File: config.mk
export PLATFORM = sky130hd
export DESIGN_NAME = wb_write_arbiter
export DESIGN_NICKNAME = d
export VERILOG_FILES = /design/src/rtl/wb_write_arbiter.sv
export SDC_FILE = /design/constraint.sdc
export NUM_CORES = 1
export LEC_CHECK = 0
export CORE_MARGIN = 2
export CORE_UTILIZATION = 55
export CTS_CLUSTER_DIAMETER = 200
export DETAILED_ROUTE_END_ITERATION = 10
export DONT_BUFFER_PORTS = 1
export PLACE_DENSITY = 0.73
export SYNTH_ARGS = -nofsm -noshare
export SYNTH_HDL_FRONTEND = slang
export SYNTH_SLANG_ARGS = --single-unit
File: constraint.sdc
create_clock -name clk -period 3.3 [get_ports clk]
set_clock_uncertainty 0.1 [all_clocks]
set_input_delay 0.495 -clock clk [delete_from_list [all_inputs] [get_ports clk]]
set_output_delay 0.495 -clock clk [all_outputs]
set_load 0.1 [all_outputs]
File: src/rtl/wb_write_arbiter.sv
// wb_write_arbiter
// Owns the register-file write port at the end of the pipeline. Two producers
// share it: the in-order WB stage (GPR, CP0 and mthi/mtlo writes) and the
// long-latency mul/div unit, whose 64-bit {hi,lo} results are buffered in a
// small FIFO and drained one per cycle onto the hi/lo pair write port.
//
// Ordering rule: a WB write to hi or lo is held off (wb_stall) while any
// mul/div result is still queued. Because the FIFO pops every cycle it is
// non-empty, a mthi/mtlo accepted with an empty FIFO can never land in the
// same cycle as a hi/lo pair write, and every older mul/div result has
// already reached the register file by the time the mthi/mtlo does.
module wb_write_arbiter #(
    parameter int DEPTH = 4,    // mul/div result FIFO entries (power of two, >= 2)
    parameter int CNTW  = 3     // occupancy width, log2(DEPTH)+1
) (
    input  logic            clk,
    input  logic            rst,

    // WB stage producer
    input  logic            wb_valid,
    input  logic [6:0]      wb_addr,
    input  logic [31:0]     wb_data,
    output logic            wb_stall,

    // mul/div producer
    input  logic            md_valid,
    input  logic [63:0]     md_hl,
    output logic            md_ready,

    // register-file single write port
    output logic            regwrite,
    output logic [6:0]      write_addr,
    output logic [31:0]     write_data,

    // register-file hi/lo pair write port
    output logic            hl_write_enable_from_wb,
    output logic [63:0]     hl_data,

    // status
    output logic            hl_pending,
    output logic [CNTW-1:0] fifo_count
);

    // Pointer width: the FIFO index, one bit narrower than the occupancy count
    // so that a full FIFO (count == DEPTH) is distinguishable from empty.
    localparam int              PTRW     = CNTW - 1;
    localparam logic [PTRW-1:0] PTR_ONE  = PTRW'(1);
    localparam logic [CNTW-1:0] CNT_ONE  = CNTW'(1);
    localparam logic [CNTW-1:0] CNT_FULL = CNTW'(DEPTH);

    // ------------------------------------------------------------------
    // State
    // ------------------------------------------------------------------
    logic [63:0]     r_mem [DEPTH];
    logic [PTRW-1:0] r_wr_ptr;
    logic [PTRW-1:0] r_rd_ptr;
    logic [CNTW-1:0] r_count;

    logic            r_regwrite;
    logic [6:0]      r_write_addr;
    logic [31:0]     r_write_data;
    logic            r_hl_we;
    logic [63:0]     r_hl_data;

    // ------------------------------------------------------------------
    // Combinational decode
    // ------------------------------------------------------------------
    logic w_fifo_nonempty;
    logic w_fifo_full;
    logic w_push;
    logic w_pop;
    logic w_wb_is_hl;
    logic w_wb_is_gpr0;
    logic w_wb_stall;
    logic w_wb_accept;
    logic w_wb_commit;

    assign w_fifo_nonempty = (r_count != '0);
    assign w_fifo_full     = (r_count == CNT_FULL);

    // A full FIFO refuses a push even when it pops in the same cycle; this
    // keeps md_ready a function of registered state only.
    assign md_ready = ~rst & ~w_fifo_full;
    assign w_push   = md_valid & md_ready;

    // Drain continuously: any queued result goes out on the next edge.
    // There is no bypass, so a fresh push always spends one cycle queued.
    assign w_pop    = w_fifo_nonempty;

    // Bit 6 marks hi/lo (7'h7F hi, 7'h40 lo); only those writes can collide
    // with the hi/lo pair port, so only those wait for the FIFO to drain.
    assign w_wb_is_hl   = wb_addr[6];
    assign w_wb_is_gpr0 = (wb_addr == 7'h00);

    assign w_wb_stall  = ~rst & wb_valid & w_wb_is_hl & w_fifo_nonempty;
    assign w_wb_accept = wb_valid & ~w_wb_stall;

    // A write to GPR 0 is accepted (the WB stage moves on) but discarded.
    assign w_wb_commit = w_wb_accept & ~w_wb_is_gpr0;

    assign wb_stall   = w_wb_stall;
    assign hl_pending = w_fifo_nonempty;
    assign fifo_count = r_count;

    // ------------------------------------------------------------------
    // FIFO storage
    // ------------------------------------------------------------------

    // Capture a pushed mul/div result at the write pointer.
    // NOTE: the storage array is deliberately not reset; validity is tracked
    // solely by r_count, so clearing the pointers is enough and the array can
    // map onto plain RAM/flops without a reset network.
    always_ff @(posedge clk) begin
        if (w_push) begin
            r_mem[r_wr_ptr] <= md_hl;
        end
    end

    // Advance pointers and occupancy; pointers wrap naturally at DEPTH.
    // NOTE: sequential state uses non-blocking assignments so every flop
    // samples pre-edge values regardless of statement order.
    always_ff @(posedge clk) begin
        if (rst) begin
            r_wr_ptr <= '0;
            r_rd_ptr <= '0;
            r_count  <= '0;
        end else begin
            if (w_push) begin
                r_wr_ptr <= r_wr_ptr + PTR_ONE;
            end
            if (w_pop) begin
                r_rd_ptr <= r_rd_ptr + PTR_ONE;
            end
            unique case ({w_push, w_pop})
                2'b10:   r_count <= r_count + CNT_ONE;
                2'b01:   r_count <= r_count - CNT_ONE;
                default: r_count <= r_count;
            endcase
        end
    end

    // ------------------------------------------------------------------
    // Output registers
    // ------------------------------------------------------------------

    // Register the popped FIFO head onto the hi/lo pair write port.
    always_ff @(posedge clk) begin
        if (rst) begin
            r_hl_we   <= 1'b0;
            r_hl_data <= '0;
        end else begin
            r_hl_we <= w_pop;
            if (w_pop) begin
                r_hl_data <= r_mem[r_rd_ptr];
            end
        end
    end

    // Register an accepted WB write onto the single write port; address and
    // data hold their last committed values when nothing is written.
    always_ff @(posedge clk) begin
        if (rst) begin
            r_regwrite   <= 1'b0;
            r_write_addr <= '0;
            r_write_data <= '0;
        end else begin
            r_regwrite <= w_wb_commit;
            if (w_wb_commit) begin
                r_write_addr <= wb_addr;
                r_write_data <= wb_data;
            end
        end
    end

    assign regwrite                = r_regwrite;
    assign write_addr              = r_write_addr;
    assign write_data              = r_write_data;
    assign hl_write_enable_from_wb = r_hl_we;
    assign hl_data                 = r_hl_data;

endmodule

# --- After elaboration in Yosys (flattened, before gate mapping) ---
# Memory sizes are Yosys's and may differ from the RTL's. A register that Yosys moved wholly into a read port is not among the register bits.
# Cells that the tools add are included.
totals:
  reg_bits: 48
  latch_bits: 0
  ram_bits: 256
  romBits: 0
  inputBits: 107
  out_inout_bits: 111
  word_cells: 32
  n_memories: 1
classes:
  n_addsub: 4
  mul: 0
  div: 0
  order_cmp: 0
  eq_ne: 3
  shifts: 0
  mux: 3
  n_bitwise: 11
  n_reduce_logical: 3
mem_list:
  columns: ["name", "words", "word_bits", "rd", "rd_ports_with_merged_regs", "write_ports", "line", "rtl"]
  rows:
  - ["r_mem", 4, 64, 1, 1, 1, "54", "logic [63:0] r_mem [DEPTH];"]
ops:
  columns: ["cell", "n"]
  rows:
  - ["1-bit AND", 7]
  - ["7-bit zero test", 1]
  - ["3-bit one-hot mux with 2 select lines", 1]
  - ["2-bit by 1-bit adder with 2-bit output, second input constant", 2]
  - ["1-bit NOT", 4]
  - ["3-bit by 1-bit adder with 3-bit output, second input constant", 1]
  - ["3-bit == test, second input constant", 1]
  - ["3-bit nonzero test", 1]
  - ["3-bit by 1-bit subtractor with 3-bit output, second input constant", 1]
  - ["2-bit by 1-bit == test with 1-bit output, second input constant", 1]
  - ["2-bit == test, second input constant", 1]
  - ["1-bit two-way mux", 2]
  - ["2-bit nonzero test", 1]

# --- Depth between registers and ports, before layout ---
logic_depth:
  ltp_word: 7
  depth_mapped: 8
  depth_no_buf: 8

# --- Worst setup path after synthesis ---
# Ideal clock, no wire load.
synth_timing:
  path_type: "register to register"
  startpoint: "reg r_count[0], in the netlist fifo_count[0]"
  endpoint: "mem r_mem[1][0] (enable)"
  arrival_time_ns: 3.381
  required_ns: 2.771
  slack_ns: -0.610
  path_stages_with_launch: 4
  path_buffers: 0
  period_less_slack_ns: 3.910
  path_cell_list: "dfxtp_1 > nor2_1 > a211oi_1 > and2_1"
synth_via:
  elab_chain_len: 6
synth_lines:
  columns: ["element", "line", "rtl"]
  rows:
  - ["start, declared", "57", "logic [CNTW-1:0] r_count;"]
  - ["start signal, assigned", "135", "2'b10: r_count <= r_count + CNT_ONE;"]
  - ["start signal, assigned", "136", "2'b01: r_count <= r_count - CNT_ONE;"]
  - ["start signal, assigned", "137", "default: r_count <= r_count;"]
  - ["3-bit == test", "79", "assign w_fifo_full = (r_count == CNT_FULL);"]
  - ["1-bit NOT", "83", "assign md_ready = ~rst & ~w_fifo_full;"]
  - ["1-bit AND", "83", null]
  - ["1-bit AND", "84", "assign w_push = md_valid & md_ready;"]
  - ["1-bit two-way mux", "114", "if (w_push) begin"]
  - ["1-bit two-way mux (not written as such)", "115", "r_mem[r_wr_ptr] <= md_hl;"]
  - ["end, declared", "54", null]
# No other way between the ends.

# --- Final worst setup path ---
layout_timing:
  startpoint: "reg r_count[1], in the netlist fifo_count[1]"
  endpoint: "out wb_stall"
layout_via:
  elab_chain_len: 2
layout_lines:
  columns: ["element", "line", "rtl"]
  rows:
  - ["3-bit nonzero test", "78", "assign w_fifo_nonempty = (r_count != '0);"]
  - ["1-bit AND", "95", "assign w_wb_stall = ~rst & wb_valid & w_wb_is_hl & w_fifo_nonempty;"]
  - ["end, declared", "23", "output logic wb_stall,"]
# No other way between the ends.

==> reports/qor.txt <==
Setup Crit Path Kind: reg -> out
Most frequent cells in the layout: 256 x edfxtp_1, 130 x nand2_1, 110 x dfxtp_1
# DRC: 0
First drt pass iteration count: 5
CP cell instances: buf_4 > nor3_2 > nor2_1 > and3_1 > buf_4
# placed instances: 1127
Cts bufs inserted: 37
Most frequent CP cell: buf_4
CTS Buffer Depth: 3
Root buffer selected by CTS: clkbuf_16
Filler instances: 1655
Starting Density: 55.91%
Mapped Cells: 835
Detailed Place HPWL: 15.60 mm
Largest cells by area after synthesis: edfxtp_1 57%, dfxtp_1 17%, mux4_2 11%
PortBufs: 0
Crit path capture type: output port
WHS: 56.00 ps
Post-Route WL: 27.34 mm
Ys flop type: edfxtp_1
Peak supply drop: 0.0006306 V
Htree depth: 2
Number of global-route vias before repair: 7686
FFs w/ async S/R, synth: 0%
Class of the worst hold path: in -> reg
Total core area: 0.02425 mm^2
Fmax: 322.0 MHz
Row count: 57
Postcts setup bufs: 0
Gr ovfl total: 0
Endpoints failing hold: 0
Syn Area/Cell: 16.24 um^2
Post-DRT Antenna Nets: 0
GR Util All Layers: 21.01%
Run status: finished, final reports clean
Num Clock Sinks: 368
Post-Place Setup Slack: 284.8 ps
Final WS setup: 194.7 ps
Multi-input gate area: 0.003418 mm^2
Max-Cap Viols: 0
RD Place Congestion: 0.8588
Power per standard cell area: 973.4 mW/mm^2
Die area: 0.02592 mm^2
Design area: 0.01599 mm^2
# hold bufs at CTS: 66
Relative slew margins: 25.47%
Top delay family on crit path: flip-flops
Final min period: 3105 ps
Critical-path top delay cell: dfxtp_1
CP bufs+invs: 2
Yosys top cell area share: 56.70%
Drt first-iter violations: 530
Critical Path RT: 2700 ps
Synth Cell Area: 0.01356 mm^2
RSZ-0062 raised after global routing: no
WL/cell: 21.66 um
Via count: 7193
WP data arrival: 2510 ps
Crit Path Max Fanout: 3
Final setup viols: 0
Startpoint types: register
Area Overhead vs Synth: 17.97%
Stages on worst setup path: 5
Distinct cells, synth: 32
Register Area: 0.009937 mm^2
Register area share after synthesis: 73.24%
Hold Path Cell Cnt: 2
CP max stage delay: 1000 ps
First-pass GRT wire length: 42.18 mm
Setup TNS after final layout: 0 ps
Worst-skew pair later-pin latency: 510 ps
DIE WIDTH: 161.0 um
DP Area: 0.01404 mm^2
Share of post-route cells with drive strength above 1: 16.13%
EDFF count, synth: 256
Slew @ Worst Pin: 1118 ps
Leakage: 5.401 nW
Final layout net count: 1021
Final Non-Filler Cells: 1262
Most common cell after layout, fill and taps aside: edfxtp_1
Area leader, netlist: edfxtp_1
Num ports: 218
Antenna violations before repair: 2
Max-slew violation total from the final report: 0
Final Util: 65.96%
Syn_nets: 948
Worst reg-to-reg path cell count: 8
Period utilization: 94.10%
CTS tree: done
Synth Warn #: 0
Synth Register Bits: 368
Post-CTS Resized: 0
Clock-pin slew on the worst setup and hold paths: 60 ps
Die Y: 161.0 um
Power consumption: 15.57 mW
Largest net degree at the start of global routing: 82
Vias per cell: 5.700
layer usage:
layer,share of wire (%),track usage [%]
met4,2.1,6.209
met1,38,25.61
met5,0,0
met2,50,36.52
met3,9.3,6.317
sequential cells by signal (all words and copies together) (netlist names), 2 cells and up:
name	cells
hl_data	64
r_wr_ptr	2
r_mem	256
r_rd_ptr	2
write_data	32
write_addr	7
fifo_count	3
logic make-up after synthesis:
group                    count (synthesis)  synth area share, %
AND/OR/NAND/NOR                        227                7.973
AO/OA/AOI/OAI                           73                2.787
adder cells (fa/ha/maj)                  6               0.6091
buffers and inverters                   55                1.698
XOR/XNOR                                 4               0.2584
flip-flops                             368                73.24
multiplexers                           102                13.44
layout make-up:
class | instances | area share, %
Clock inverter | 15 | 1.126
Timing Repair Buffer | 84 | 5.867
Clock buffer | 52 | 6.806
Multi-Input combinational cell | 412 | 21.37
Sequential cell | 368 | 62.13
Antenna cell | 2 | 0.03129
Tap cell | 324 | 2.535
Inverter | 5 | 0.1330
worst paths after layout:
check        slack (ps)     startpoint        endpoint
max                 190  fifo_count[1]        wb_stall
min                  60    wb_data[26]  write_data[26]
max reg2reg         260  fifo_count[1]   fifo_count[2]
min reg2reg         470    r_wr_ptr[1]     r_wr_ptr[1]
power by group:
group / internal [mW] / total, mW / switching [mW] / leakage (nW)
Combinational: 1.17 / 2.75 / 1.57 / 1.52
Clock: 2.62 / 4.28 / 1.65 / 0.630
Sequential: 5.48 / 8.55 / 3.07 / 3.25
Total: 9.27 / 15.6 / 6.29 / 5.40
cell usage after synthesis, types with 2 or more instances:
cell type  count
ha_1           5
dfxtp_1      112
or4_1          2
mux2i_1       38
and3_1         2
xnor2_1        2
xor2_1         2
buf_2          7
clkbuf_1      34
and2_1         4
buf_1          7
nor2_1         8
edfxtp_1     256
buf_6          2
nand2_1      130
nand2b_1      75
mux4_2        64
inv_1          5
a21oi_1       66
o31ai_1        2
(Power assumes the default switching activity.)
